--- src/rtl/vaccine_pkg.sv ---
// Shared types and initial vaccine layout for the wave scheduler.
package vaccine_pkg;

  localparam int NUM_SLOTS = 10;

  typedef logic signed [10:0] coord_t;

  typedef enum logic [1:0] {
    ST_ACTIVE = 2'd0,
    ST_SETTLE = 2'd1,
    ST_GEN    = 2'd2,
    ST_COMMIT = 2'd3
  } state_e;

  localparam coord_t INIT_X [NUM_SLOTS] = '{
    11'sd70, 11'sd80, 11'sd140, 11'sd200, 11'sd170,
    11'sd330, 11'sd370, 11'sd480, 11'sd440, 11'sd550
  };

  localparam coord_t INIT_Y [NUM_SLOTS] = '{
    11'sd200, 11'sd320, 11'sd160, 11'sd200, 11'sd410,
    11'sd330, 11'sd170, 11'sd380, 11'sd180, 11'sd180
  };

  // Bit 0 corresponds to slot 0.
  localparam logic [NUM_SLOTS-1:0] INIT_MASK = 10'h3da;

endpackage

--- src/rtl/vaccine_wave_scheduler_if.sv ---
// Bus between the collision/random logic, the scheduler and the drawers.
interface vaccine_wave_scheduler_if #(
  parameter int NUM_SLOTS = 10
);
  import vaccine_pkg::*;

  logic                 startOfFrame;
  logic                 collision;
  logic [3:0]           collision_slot;
  logic                 in_circular;
  logic [10:0]          randX;
  logic [10:0]          randY;
  logic [NUM_SLOTS-1:0] rand_mask;
  coord_t               topLeftX [NUM_SLOTS];
  coord_t               topLeftY [NUM_SLOTS];
  logic [NUM_SLOTS-1:0] draw_request;
  logic                 wave_load;
  logic [7:0]           wave_count;
  logic                 busy;

  modport master (
    output startOfFrame, collision, collision_slot, in_circular,
           randX, randY, rand_mask,
    input  topLeftX, topLeftY, draw_request, wave_load, wave_count, busy
  );

  modport slave (
    input  startOfFrame, collision, collision_slot, in_circular,
           randX, randY, rand_mask,
    output topLeftX, topLeftY, draw_request, wave_load, wave_count, busy
  );

endinterface

--- src/rtl/vaccine_pos_sampler.sv ---
// Combinational legality check and per-axis clamp of one random position.
module vaccine_pos_sampler
  import vaccine_pkg::*;
#(
  parameter int X_MIN = 32,
  parameter int X_MAX = 575,
  parameter int Y_MIN = 96,
  parameter int Y_MAX = 415
) (
  input  logic [10:0] sample_x,
  input  logic [10:0] sample_y,
  output logic        in_range,
  output coord_t      clamp_x,
  output coord_t      clamp_y
);

  localparam logic [10:0] XL = 11'(X_MIN);
  localparam logic [10:0] XH = 11'(X_MAX);
  localparam logic [10:0] YL = 11'(Y_MIN);
  localparam logic [10:0] YH = 11'(Y_MAX);

  // Unsigned inclusive bounds check; clamped value equals the sample when legal.
  always_comb begin
    in_range = (sample_x >= XL) && (sample_x <= XH) &&
               (sample_y >= YL) && (sample_y <= YH);
    clamp_x = coord_t'(sample_x);
    if (sample_x < XL)      clamp_x = coord_t'(XL);
    else if (sample_x > XH) clamp_x = coord_t'(XH);
    clamp_y = coord_t'(sample_y);
    if (sample_y < YL)      clamp_y = coord_t'(YL);
    else if (sample_y > YH) clamp_y = coord_t'(YH);
  end

endmodule

--- src/rtl/vaccine_wave_scheduler.sv ---
// Vaccine slot table owner: clears hit slots, then builds and atomically
// commits a new wave once the field is empty and the clamp has settled.
module vaccine_wave_scheduler #(
  parameter int NUM_SLOTS     = 10,
  parameter int X_MIN         = 32,
  parameter int X_MAX         = 575,
  parameter int Y_MIN         = 96,
  parameter int Y_MAX         = 415,
  parameter int MIN_ALIVE     = 3,
  parameter int SETTLE_FRAMES = 30,
  parameter int MAX_RETRY     = 15
) (
  input logic clk,
  input logic resetN,
  vaccine_wave_scheduler_if.slave bus
);
  import vaccine_pkg::*;

  localparam logic [1:0] ACTIVE = ST_ACTIVE;
  localparam logic [1:0] SETTLE = ST_SETTLE;
  localparam logic [1:0] GEN    = ST_GEN;
  localparam logic [1:0] COMMIT = ST_COMMIT;

  localparam int FW = $clog2(SETTLE_FRAMES + 1);
  localparam int RW = $clog2(MAX_RETRY + 1);
  localparam logic [FW-1:0] FRAME_LIM = FW'(SETTLE_FRAMES);
  localparam logic [RW-1:0] RETRY_LIM = RW'(MAX_RETRY);
  localparam logic [3:0]    LAST_SLOT = 4'(NUM_SLOTS - 1);

  logic [1:0]           state;
  logic [FW-1:0]        frame_cnt;
  logic [RW-1:0]        retry;
  logic [3:0]           slot_idx;
  logic [NUM_SLOTS-1:0] wave_mask;
  logic [NUM_SLOTS-1:0] draw_q;
  coord_t               shadow_x [NUM_SLOTS];
  coord_t               shadow_y [NUM_SLOTS];
  coord_t               x_q [NUM_SLOTS];
  coord_t               y_q [NUM_SLOTS];
  logic                 load_q;
  logic [7:0]           count_q;
  logic                 busy_q;

  logic   in_range;
  coord_t clamp_x;
  coord_t clamp_y;

  vaccine_pos_sampler #(
    .X_MIN(X_MIN), .X_MAX(X_MAX), .Y_MIN(Y_MIN), .Y_MAX(Y_MAX)
  ) u_sampler (
    .sample_x (bus.randX),
    .sample_y (bus.randY),
    .in_range (in_range),
    .clamp_x  (clamp_x),
    .clamp_y  (clamp_y)
  );

  // Slot-table FSM: clear on hit, settle, generate into shadow, commit at once.
  always_ff @(posedge clk or negedge resetN) begin
    if (!resetN) begin
      state     <= ACTIVE;
      frame_cnt <= '0;
      retry     <= '0;
      slot_idx  <= '0;
      wave_mask <= '0;
      draw_q    <= INIT_MASK;
      load_q    <= 1'b0;
      count_q   <= '0;
      busy_q    <= 1'b0;
      for (int i = 0; i < NUM_SLOTS; i++) begin
        shadow_x[i] <= '0;
        shadow_y[i] <= '0;
        x_q[i]      <= INIT_X[i];
        y_q[i]      <= INIT_Y[i];
      end
    end else begin
      load_q <= 1'b0;
      case (state)
        ACTIVE: begin
          if (draw_q == '0) begin
            state     <= SETTLE;
            frame_cnt <= '0;
            busy_q    <= 1'b1;
          end else if (bus.collision && (int'(bus.collision_slot) < NUM_SLOTS)) begin
            draw_q[bus.collision_slot] <= 1'b0;
          end
        end
        SETTLE: begin
          if (bus.startOfFrame && (frame_cnt != FRAME_LIM))
            frame_cnt <= frame_cnt + 1'b1;
          if ((frame_cnt == FRAME_LIM) && bus.in_circular) begin
            state     <= GEN;
            wave_mask <= ($countones(bus.rand_mask) < MIN_ALIVE) ? '1 : bus.rand_mask;
            slot_idx  <= '0;
            retry     <= '0;
          end
        end
        GEN: begin
          // A legal sample, or the last permitted retry, fills the slot.
          if (in_range || (retry == RETRY_LIM)) begin
            shadow_x[slot_idx] <= clamp_x;
            shadow_y[slot_idx] <= clamp_y;
            retry <= '0;
            if (slot_idx == LAST_SLOT) state <= COMMIT;
            else                       slot_idx <= slot_idx + 1'b1;
          end else begin
            retry <= retry + 1'b1;
          end
        end
        default: begin
          for (int i = 0; i < NUM_SLOTS; i++) begin
            x_q[i] <= shadow_x[i];
            y_q[i] <= shadow_y[i];
          end
          draw_q <= wave_mask;
          load_q <= 1'b1;
          if (count_q != 8'hff) count_q <= count_q + 1'b1;
          state  <= ACTIVE;
          busy_q <= 1'b0;
        end
      endcase
    end
  end

  assign bus.topLeftX     = x_q;
  assign bus.topLeftY     = y_q;
  assign bus.draw_request = draw_q;
  assign bus.wave_load    = load_q;
  assign bus.wave_count   = count_q;
  assign bus.busy         = busy_q;

endmodule

--- src/flat_wrapper.sv ---
// flat-port wrapper written by rule: the top's interface ports become plain ports
module vaccine_wave_scheduler_flat import vaccine_pkg::*;
#(
  parameter int NUM_SLOTS     = 10,
  parameter int X_MIN         = 32,
  parameter int X_MAX         = 575,
  parameter int Y_MIN         = 96,
  parameter int Y_MAX         = 415,
  parameter int MIN_ALIVE     = 3,
  parameter int SETTLE_FRAMES = 30,
  parameter int MAX_RETRY     = 15
)
  (clk, resetN, bus_startOfFrame, bus_collision, bus_collision_slot, bus_in_circular, bus_randX, bus_randY, bus_rand_mask, bus_topLeftX, bus_topLeftY, bus_draw_request, bus_wave_load, bus_wave_count, bus_busy);
  vaccine_wave_scheduler_if #(.NUM_SLOTS(NUM_SLOTS)) bus_i ();
  input logic clk;
  input logic resetN;
  input wire logic [$bits(bus_i.startOfFrame)-1:0] bus_startOfFrame;
  input wire logic [$bits(bus_i.collision)-1:0] bus_collision;
  input wire logic [$bits(bus_i.collision_slot)-1:0] bus_collision_slot;
  input wire logic [$bits(bus_i.in_circular)-1:0] bus_in_circular;
  input wire logic [$bits(bus_i.randX)-1:0] bus_randX;
  input wire logic [$bits(bus_i.randY)-1:0] bus_randY;
  input wire logic [$bits(bus_i.rand_mask)-1:0] bus_rand_mask;
  output wire logic [$bits(bus_i.topLeftX)-1:0] bus_topLeftX;
  output wire logic [$bits(bus_i.topLeftY)-1:0] bus_topLeftY;
  output wire logic [$bits(bus_i.draw_request)-1:0] bus_draw_request;
  output wire logic [$bits(bus_i.wave_load)-1:0] bus_wave_load;
  output wire logic [$bits(bus_i.wave_count)-1:0] bus_wave_count;
  output wire logic [$bits(bus_i.busy)-1:0] bus_busy;
  assign bus_i.startOfFrame = bus_startOfFrame;
  assign bus_i.collision = bus_collision;
  assign bus_i.collision_slot = bus_collision_slot;
  assign bus_i.in_circular = bus_in_circular;
  assign bus_i.randX = bus_randX;
  assign bus_i.randY = bus_randY;
  assign bus_i.rand_mask = bus_rand_mask;
  assign bus_topLeftX = {>>{bus_i.topLeftX}};
  assign bus_topLeftY = {>>{bus_i.topLeftY}};
  assign bus_draw_request = bus_i.draw_request;
  assign bus_wave_load = bus_i.wave_load;
  assign bus_wave_count = bus_i.wave_count;
  assign bus_busy = bus_i.busy;
  vaccine_wave_scheduler #(.NUM_SLOTS(NUM_SLOTS), .X_MIN(X_MIN), .X_MAX(X_MAX), .Y_MIN(Y_MIN), .Y_MAX(Y_MAX), .MIN_ALIVE(MIN_ALIVE), .SETTLE_FRAMES(SETTLE_FRAMES), .MAX_RETRY(MAX_RETRY)) u_core (.clk(clk), .resetN(resetN), .bus(bus_i));
endmodule
--- config.mk ---
export PLATFORM = sky130hd
export DESIGN_NAME = vaccine_wave_scheduler_flat
export DESIGN_NICKNAME = d
export VERILOG_FILES = /design/src/rtl/vaccine_pkg.sv /design/src/rtl/vaccine_wave_scheduler_if.sv /design/src/rtl/vaccine_pos_sampler.sv /design/src/rtl/vaccine_wave_scheduler.sv /design/src/flat_wrapper.sv
export SDC_FILE = /design/constraint.sdc
export NUM_CORES = 1
export LEC_CHECK = 0
export CAP_MARGIN = 20
export CORE_MARGIN = 4
export CORE_UTILIZATION = 60
export CTS_BUF_LIST = sky130_fd_sc_hd__clkbuf_4
export CTS_CLUSTER_DIAMETER = 40
export DETAILED_ROUTE_END_ITERATION = 8
export HOLD_SLACK_MARGIN = 0.08
export PLACE_DENSITY = 0.85
export SLEW_MARGIN = 20
export SYNTH_ARGS = -nofsm -noshare
export SYNTH_HDL_FRONTEND = slang
export SYNTH_SLANG_ARGS = --single-unit
--- constraint.sdc ---
create_clock -name clk -period 6.3 [get_ports clk]
set_input_delay 0.63 -clock clk [delete_from_list [all_inputs] [get_ports clk]]
set_output_delay 0.63 -clock clk [all_outputs]
set_load 0.02 [all_outputs]
Yosys cells after proc, flatten, opt, wreduce, memory -nomap -nowiden
Index checks and enable logic that the tools add are counted.
{"block": "word_totals", "output_inout_bits": 240, "register_bits": 485, "word_cells": 151, "in_bits": 41}
{"block": "classes", "n_reduce_logical": 24, "n_eq_ne": 15, "bitwise_logic": 5, "magnitude_cmp": 14, "n_addsub": 13, "muxes": 31}
{"op": "bitwise mux 110 bit", "n": 2}
{"op": "adder 32 bit", "n": 4}
{"op": "2-to-1 mux 11 bit", "n": 5}
{"op": "demux 11 bit (select 4 bit)", "n": 1}
{"op": "< comparator 32 x 3 -> 1 bit (second input constant)", "n": 1}
{"op": "2-to-1 mux 10 bit", "n": 3}
{"op": "case mux 10 bit (2 select lines)", "n": 1}
{"op": "2-to-1 mux 4 bit", "n": 4}
{"op": "case mux 4 bit (2 select lines)", "n": 2}
{"op": "!= test 2 x 1 -> 1 bit (second input constant)", "n": 6}
{"op": ">= comparator 11 x 6 -> 1 bit (second input constant)", "n": 1}
{"op": ">= comparator 11 x 7 -> 1 bit (second input constant)", "n": 1}
{"op": "greater-than comparator 11 x 10 -> 1 bit (second input constant)", "n": 1}
{"op": "greater-than comparator 11 x 9 -> 1 bit (second input constant)", "n": 1}
{"op": "less-or-equal comparator 11 x 10 -> 1 bit (second input constant)", "n": 1}
{"op": "less-or-equal comparator 11 x 9 -> 1 bit (second input constant)", "n": 1}
{"op": "< comparator 11 x 6 -> 1 bit (second input constant)", "n": 1}
{"op": "< comparator 11 x 7 -> 1 bit (second input constant)", "n": 1}
{"op": "adder 1 x 1 -> 2 bit", "n": 5}
{"op": "AND 10 bit", "n": 1}
{"op": "zero test 10 bit", "n": 1}
{"op": "2-to-1 mux 5 bit", "n": 2}
{"op": "NOT 10 bit", "n": 1}
{"op": "case mux 5 bit (2 select lines)", "n": 1}
{"op": "other kinds (31)", "n": 54}

Depth between registers and ports, before layout
Gate-level depths: netlist (run 1).
{"block": "depth", "word_depth": 9, "mapped_depth": 12, "mapped_depth_nobuf": 12}

Cells and area by module
A second synthesis (run 1) with hierarchy kept.
{"block": "hier_totals", "hier_cells": 1226, "area_unflattened_um2": 19456.2}
{"module": "vaccine_wave_scheduler", "cells_per_inst": 1190, "area_each_um2": 19214.7, "instances": 1, "seq_area_each_um2": 12238.0}
{"module": "vaccine_pos_sampler", "cells_per_inst": 36, "area_each_um2": 241.5, "instances": 1, "seq_area_each_um2": 0.0}

Worst setup path after synthesis (run 1)
OpenSTA, ideal clock, no wires.
{"block": "synth_timing", "path_type": "input -> register", "start": "input port bus_rand_mask[0]", "end": "register u_core.wave_mask[0]", "path_stages": 12, "slack_ns": 2.501, "setup_time_ns": 0.067, "path_buffers": 0, "arrival_ns": 3.732, "cell_sequence": "ha_1 -> inv_1 -> fa_1 -> fa_1 -> inv_1 -> fa_1 -> inv_1 -> fa_1 -> nor2b_1 -> a31oi_1 -> o31ai_1 -> o22a_1"}
{"block": "synth_via", "elab_chain_cells": 6}
{"element": "start: declaration", "line_no": "flat_wrapper.sv:23", "text": "input wire logic [$bits(bus_i.rand_mask)-1:0] bus_rand_mask;"}
{"element": "adder 1 x 1 -> 2 bit (not written as such)", "line_no": "vaccine_wave_scheduler.sv:93", "text": "wave_mask <= ($countones(bus.rand_mask) < MIN_ALIVE) ? '1 : bus.rand_mask;"}
{"element": "adder 32 bit (not written as such) (3 in series)", "line_no": "vaccine_wave_scheduler.sv:93"}
{"element": "< comparator 32 x 3 -> 1 bit", "line_no": "vaccine_wave_scheduler.sv:93"}
{"element": "2-to-1 mux 10 bit (*)", "line_no": "vaccine_wave_scheduler.sv:93"}
{"element": "end signal: assignment", "line_no": "vaccine_wave_scheduler.sv:93"}
{"element": "end: declaration", "line_no": "vaccine_wave_scheduler.sv:34", "text": "logic [NUM_SLOTS-1:0] wave_mask;"}
Mark *: on every way between the ends. The rest lies on a longest branch, timed or not.
A chain may end at the register's enable or synchronous reset.

Final worst setup path (run 1)
{"block": "layout_timing", "start": "input port bus_rand_mask[1]", "end": "register u_core.wave_mask[7]"}
{"block": "layout_via", "elab_chain_cells": 6}
{"element": "adder 1 x 1 -> 2 bit (not written as such)", "line_no": "vaccine_wave_scheduler.sv:93"}
{"element": "adder 32 bit (not written as such) (3 in series)", "line_no": "vaccine_wave_scheduler.sv:93"}
{"element": "< comparator 32 x 3 -> 1 bit", "line_no": "vaccine_wave_scheduler.sv:93"}
{"element": "2-to-1 mux 10 bit", "line_no": "vaccine_wave_scheduler.sv:93"}
No other way between the ends.

==> metrics.yaml, run 1 <==
logic_synthesis:
  synth_compound_area_share_pct: 2.77
  syn_avg_cell_area_sq_um: 15.5
  synthDominantAreaCellType: "dfrtp_1"
  synth_edf_count: 0
  synth_nets: 1307
  synthAdderAreaFrac_pct: 1.86
  netlist_area_sq_um: 19200
  seq_area_frac_synth_pct: 63.7
  syn_inst: 1241
  yosys.area_share.simple_pct: 4.57
  muxShareOfSynthArea_pct: 24.7
  yosys_warnings: 0
  synth-main-ff-cell: "dfrtp_1"
  yosys.area_share.xor_xnor_pct: 0.273
  synth_seq_cells: 485
  synth_top_area_share_pct: 52.6
  synth_cell_types: 60
  synthArstFlopShare_pct: 100
  synth_top_family_by_area: "multiplexers"
  synthTopCellsByArea: "dfrtp_1 (53%), mux2_2 (22%), dfstp_2 (11%)"
floorplan:
  ioPinCount: 281
  rows: 65
  dieHeight_um: 187
  dieWidth_um: 187
  core_area_sq_um: 31600
  die_area_sq_um: 35000
  initial_core_util_pct: 60.9
clock_network:
  cts_resized: 0
  root_buffer: "clkbuf_4"
  clock_path_buffers: 3
  cts_tree: "built"
  ctsHoldBuffers: 1
  numCtsBuffers: 120
  clock_latency_ns: 0.78
  htreeDepth: 3
  cts_num_sinks: 485
  clk_pin_slew_worst_paths_ns: 0.07
  postCtsSetupBuffers: 0
route:
  wl_um: 43200
  wl_per_cell_um: 20.6
  num_vias: 11700
  firstDrtPassIters: 6
  viasPerCell: 5.56
  drc: 0
  antenna_left: 0
  drtIter0Drc: 551
layout:
  final_common_cell: "dfrtp_1"
  final_cell_mix: "dfrtp_1 (404), mux2_2 (383), clkdlybuf4s50_1 (279)"
  area_growth_syn_to_layout_pct: 24.6
  drive_gt1_share_pct: 41.4
  finalNetCount: 1653
  final_cell_area_sq_um: 24000
grt:
  grt-ovfl-total: 0
  grt_pass1_vias: 13000
  antenna_found_initial: 2
  grt_start_max_net_pins: 138
  grt_use_total_pct: 25.0
  grt_pass1_wl_um: 70200
sta:
  timing.final.crit_share_pct: 56.8
  tightest_slew_ns: 1.04
  setup_tns_ns: 0
  skew_ns: 0.0588
  period_needed_ns: 3.58
  rsz0062_at_grt: "no"
  max-slew-margin-rel_pct: 30.6
  hold_viol: 0
  drv_slew: 0
  fmax_mhz: 279
  final-setup-viol-count: 0
critical_path:
  critical_path.top_delay_family: "adder cells"
  cp_slowest_stage_delay_ns: 0.63
  crit_top_cell: "fa_1"
  ff2ff_setup_slack_ns: 3.25
  critPathRequiredTime_ns: 6.99
  critical_path_class: "primary input to flop"
  cp_cell_sequence: "clkdlybuf4s50_1 -> ha_1 -> inv_1 -> fa_1 -> fa_1 -> inv_1 -> fa_1 -> inv_1 -> fa_1 -> nor2b_1 -> a31oi_1 -> o31ai_2 -> o22a_1"
  crit_fanout: 10
  path_buf_inv: 4
  crit_slowest_cell: "o31ai_2"
  cp.arrival_ns: 4.27
  cp-start-kind: "primary input"
  crit_path_end_kind: "flop"
placed_design:
  place_congestion: 0.869
  port_buffers: 280
  placed_area_sq_um: 22300
  dp_hpwl_um: 28100
min_path:
  hold_path_class: "flop to flop"
power:
  power.density_nw_per_um2: 371
  leakage_nw: 11.5
  max-vdd-ir-drop_uv: 292
run_status:
  status: "complete, no violations"
flow_run:
  drv_cap: 0
registers in the layout (all words and copies together) (netlist names):
signal,count
u_core.shadow_x,110
u_core.bus.wave_count,8
u_core.bus.draw_request,10
u_core.wave_mask,10
u_core.bus.topLeftX,110
u_core.state,2
u_core.bus.busy,1
u_core.frame_cnt,5
u_core.shadow_y,110
u_core.retry,4
u_core.bus.topLeftY,110
u_core.bus.wave_load,1
u_core.slot_idx,4
path summary, 6_finish.rpt:
path,to,depth (start not counted),start
setup / recovery,u_core.wave_mask[7],13,bus_rand_mask[1]
max in group asynchronous,u_core.bus.topLeftX[13],3,resetN
min in group asynchronous,u_core.wave_mask[5],2,resetN
hold / removal,u_core.shadow_y[87],1,u_core.shadow_y[87]
setup reg to reg,u_core.shadow_y[1],7,u_core.state[0]
hold reg to reg,u_core.shadow_y[87],1,u_core.shadow_y[87]
synth_stat cells (6+ instances only):
| master | n |
|---|---|
| nor2_1 | 17 |
| a21oi_1 | 9 |
| inv_1 | 24 |
| nand2_1 | 32 |
| o22a_1 | 10 |
| dfstp_2 | 81 |
| o21ai_0 | 21 |
| nor2b_1 | 13 |
| dfrtp_1 | 404 |
| fa_1 | 6 |
| mux2_4 | 17 |
| mux2_1 | 11 |
| buf_2 | 16 |
| mux2_2 | 383 |
| o21a_1 | 11 |
| nand3_1 | 15 |
| clkbuf_1 | 36 |
| ha_1 | 19 |
| and2_1 | 25 |
cell families after synthesis:
logic type | after synthesis
AOI/OAI and AO/OA | 77
xor gates and xnor gates | 6
adders and majority gates | 25
buffers and inverters | 88
DFF | 485
muxes | 416
and+or+nand+nor | 144
final cells by class:
cell class | count | area (sq um)
diodes | 4 | 10.0
clock buffers | 176 | 1320
clock inverters | 51 | 292
fillers | 1912 | 7600
inverters | 24 | 90.1
multi-input cells | 668 | 6580
flip-flops and latches | 485 | 12200
well taps | 402 | 503
repair buffers | 288 | 2920
report_power, final:
group,internal (mW),total [mW],switching (mW)
sequential,3.62,3.92,0.302
combinational,1.11,2.29,1.18
clock,1.41,2.68,1.26
total,6.14,8.89,2.75
worst register-to-register path, delay by kind of cell (launching register included):
family	cells	cell delay, ns
AND/OR/NAND/NOR	3	1.26
buffers and inverters	2	0.48
flip-flops	1	0.43
adder cells (fa/ha/maj)	1	0.36
multiplexers	1	0.36
metal layers:
metal | track usage, % | vias to the layer above | part of all wire [%]
met5 | 0 | - | 0
met4 | 7.34 | 0 | 1.7
met3 | 7.50 | 62 | 6.5
met2 | 41.1 | 357 | 49
met1 | 32.7 | 6088 | 43
li1 | - | 5160 | -
per-stage QoR:
step / std cells / worst slack, ns / hold slack, ns / total power, mW / utilization, %
3_3_place_gp: 1866 / 1.76 / 0.463 / 6.19 / 70.7
3_5_place_dp: 1866 / 1.59 / 0.466 / 6.27 / 70.7
5_1_grt: 2097 / 2.58 / 0.450 / 9.37 / 75.9
2_1_floorplan: 1241 / 2.50 / 0.334 / 5.33 / -
6_report: 2098 / 2.72 / 0.481 / 8.89 / 75.9
4_1_cts: 2094 / 2.42 / 0.439 / 8.98 / 75.9
No activity file was read; power rests on OpenSTA's default activity.
==> inputs of run 2 (changes only) <==
--- a/config.mk
+++ b/config.mk
@@ -7,12 +7,12 @@
 export LEC_CHECK = 0
 export CAP_MARGIN = 20
 export CORE_MARGIN = 4
-export CORE_UTILIZATION = 60
+export CORE_UTILIZATION = 51
 export CTS_BUF_LIST = sky130_fd_sc_hd__clkbuf_4
 export CTS_CLUSTER_DIAMETER = 40
 export DETAILED_ROUTE_END_ITERATION = 8
 export HOLD_SLACK_MARGIN = 0.08
-export PLACE_DENSITY = 0.85
+export PLACE_DENSITY = 0.77
 export SLEW_MARGIN = 20
 export SYNTH_ARGS = -nofsm -noshare
 export SYNTH_HDL_FRONTEND = slang
==> constraint.sdc (replaced) <==
create_clock -name clk -period 3 [get_ports clk]
set_input_delay 0.3 -clock clk [delete_from_list [all_inputs] [get_ports clk]]
set_output_delay 0.3 -clock clk [all_outputs]
set_load 0.02 [all_outputs]
==> run 2 against run 1 <==
Effect of this change:
- first-iteration DRC count shrank 25%
- sequential cell count is the same
- critical endpoint is now u_core.wave_mask[1]
- critical path depth grew 1
- clock-buffer cell count shrank 8
- register-to-register slack lost 2.6 ns
==> metrics.yaml, run 2 (synthesis results as in run 1) <==
route:
  viasPerCell: 5.18
  drc: 0
  drtIter0Drc: 415
  firstDrtPassIters: 4
  antenna_left: 0
  wl_um: 43800
  wl_per_cell_um: 19.7
  num_vias: 11500
placed_design:
  place_congestion: 0.824
  dp_slack_ns: -0.742
  dp_hpwl_um: 29400
  port_buffers: 280
critical_path:
  cp-start-kind: "primary input"
  cp_cell_sequence: "clkdlybuf4s50_1 -> ha_4 -> inv_2 -> fa_1 -> fa_1 -> inv_1 -> fa_2 -> inv_2 -> fa_2 -> nor2b_1 -> a31oi_1 -> o31ai_4 -> buf_4 -> o22a_1"
  crit_path_end_kind: "flop"
  crit_slowest_cell: "fa_1"
  r2r_start: "u_core.state[1]"
  critPathRequiredTime_ns: 3.66
  crit_fanout: 6
  critical_path_class: "primary input to flop"
  cp_slowest_stage_delay_ns: 0.55
  ff2ff_setup_slack_ns: 0.61
  cp.arrival_ns: 3.60
  reg2reg_depth: 7
  rr_endpoint: "u_core.slot_idx[3]"
power:
  cell_internal_pwr_mw: 12.6
  power.density_nw_per_um2: 753
  p_seq_share_pct: 44.9
  p_sw_share_pct: 31.2
  p_sw_mw: 5.72
  combPwrFrac_pct: 26.9
  leakage_nw: 11.6
  finalPower_mw: 18.3
  max-vdd-ir-drop_uv: 442
  clkPwrFrac_pct: 28.2
grt:
  grt_pass1_wl_um: 70200
  met1_usage_pct: 28.3
  grt-busiest-layer: "met2"
  met3_usage_pct: 7.14
  grt_use_total_pct: 21.6
  grt_util_met2_pct: 34.5
  antenna_found_initial: 2
  grt_pass1_vias: 12700
  grt-ovfl-total: 0
  grt_start_max_net_pins: 95
floorplan:
  ioPinCount: 281
  core_area_sq_um: 36900
  dieHeight_um: 202
  dieWidth_um: 202
  die_area_sq_um: 40900
  rows: 70
  initial_core_util_pct: 52.1
clock_network:
  cts_num_sinks: 485
  clk_pin_slew_worst_paths_ns: 0.06
  clock_latency_ns: 0.81
  htreeDepth: 3
  root_buffer: "clkbuf_4"
  numCtsBuffers: 116
  cts_tree: "built"
  cts_resized: 0
  clock_path_buffers: 3
sta:
  final-setup-viol-count: 0
  skew_ns: 0.0362
  fmax_mhz: 340
  period_needed_ns: 2.94
  tightest_slew_ns: 0.640
  setup_slack_ns: 0.0613
  rsz0062_at_grt: "no"
  max-slew-margin-rel_pct: 57.3
  setup_tns_ns: 0
  hold_viol: 0
  timing.final.crit_share_pct: 98.0
  drv_slew: 0
layout:
  post-route-util_pct: 66.0
  ff_latch_area_sq_um: 12200
  fillers: 2623
  finalNetCount: 1683
  final_cell_mix: "dfrtp_1 (404), mux2_2 (383), clkdlybuf4s50_1 (279)"
  drive_gt1_share_pct: 42.1
  multi_input_area_sq_um: 6610
  area_growth_syn_to_layout_pct: 26.6
  final_common_cell: "dfrtp_1"
flow_run:
  drv_cap: 0
min_path:
  hold_path_depth: 2
  hp-start: "bus_rand_mask[5]"
  hold_path_class: "primary input to flop"
  min_to: "u_core.wave_mask[5]"
run_status:
  status: "complete, no violations"
-- run 2: power groups by stage --
stage / clock network [mW] / logic (mW) / registers [mW]
global placement: 0 / 4.86 / 8.30
global route: 5.69 / 5.29 / 8.36
floorplan: 0 / 2.45 / 8.77
finish: 5.17 / 4.93 / 8.24
detailed placement: 0 / 4.97 / 8.34
CTS: 5.36 / 5.00 / 8.24
-- run 2: metal layers --
layer | share of wire [%] | vias to the layer above
met1 | 43 | 5978
met5 | 0 | -
met2 | 49 | 266
li1 | - | 5208
met3 | 6.3 | 64
met4 | 2.0 | 0
-- run 2: area by class of cell --
| class | instances | area share [%] |
|---|---|---|
| clock inverters | 51 | 0.868 |
| flip-flops and latches | 485 | 50.3 |
| diodes | 2 | 0.0206 |
| repair buffers | 322 | 13.6 |
| multi-input cells | 668 | 27.1 |
| inverters | 24 | 0.370 |
| well taps | 504 | 2.59 |
| clock buffers | 168 | 5.18 |
-- run 2: critical path: cells and delay by family --
family	cells	cell delay [ns]
and+or+nand+nor	1	0.14
adders and majority gates	5	1.79
AOI/OAI and AO/OA	3	0.57
buffers and inverters	5	0.78
-- run 2: stage by stage --
step | instance area [sq um] | cells | hold WS (ns)
finish | 24300 | 2224 | 0.199
global route | 24300 | 2224 | 0.105
CTS | 24300 | 2222 | 0.0895
detailed placement | 22800 | 1999 | 0.333
global placement | 22800 | 1999 | 0.323
floorplan | 19300 | 1241 | 0.00441
-- run 2: repair_timing --
action | in CTS | in global routing
hold buffers | 4 | 0
endpoints found under the setup margin | 0 | 0
endpoints found under the hold margin | 422 | 0
setup buffers | 0 | 0
-- run 2: worst max path at each step --
stage / cells after the start / endpoint / startpoint / slack, ns
3_3_place_gp: 13 / u_core.wave_mask[0] / bus_rand_mask[4] / -0.63
6_report: 14 / u_core.wave_mask[1] / bus_rand_mask[4] / 0.06
3_5_place_dp: 14 / u_core.wave_mask[1] / bus_rand_mask[5] / -0.74
4_1_cts: 14 / u_core.wave_mask[1] / bus_rand_mask[4] / 0.16
5_1_grt: 14 / u_core.wave_mask[1] / bus_rand_mask[4] / 0.009
2_1_floorplan: 11 / u_core.wave_mask[0] / bus_rand_mask[5] / 0.006
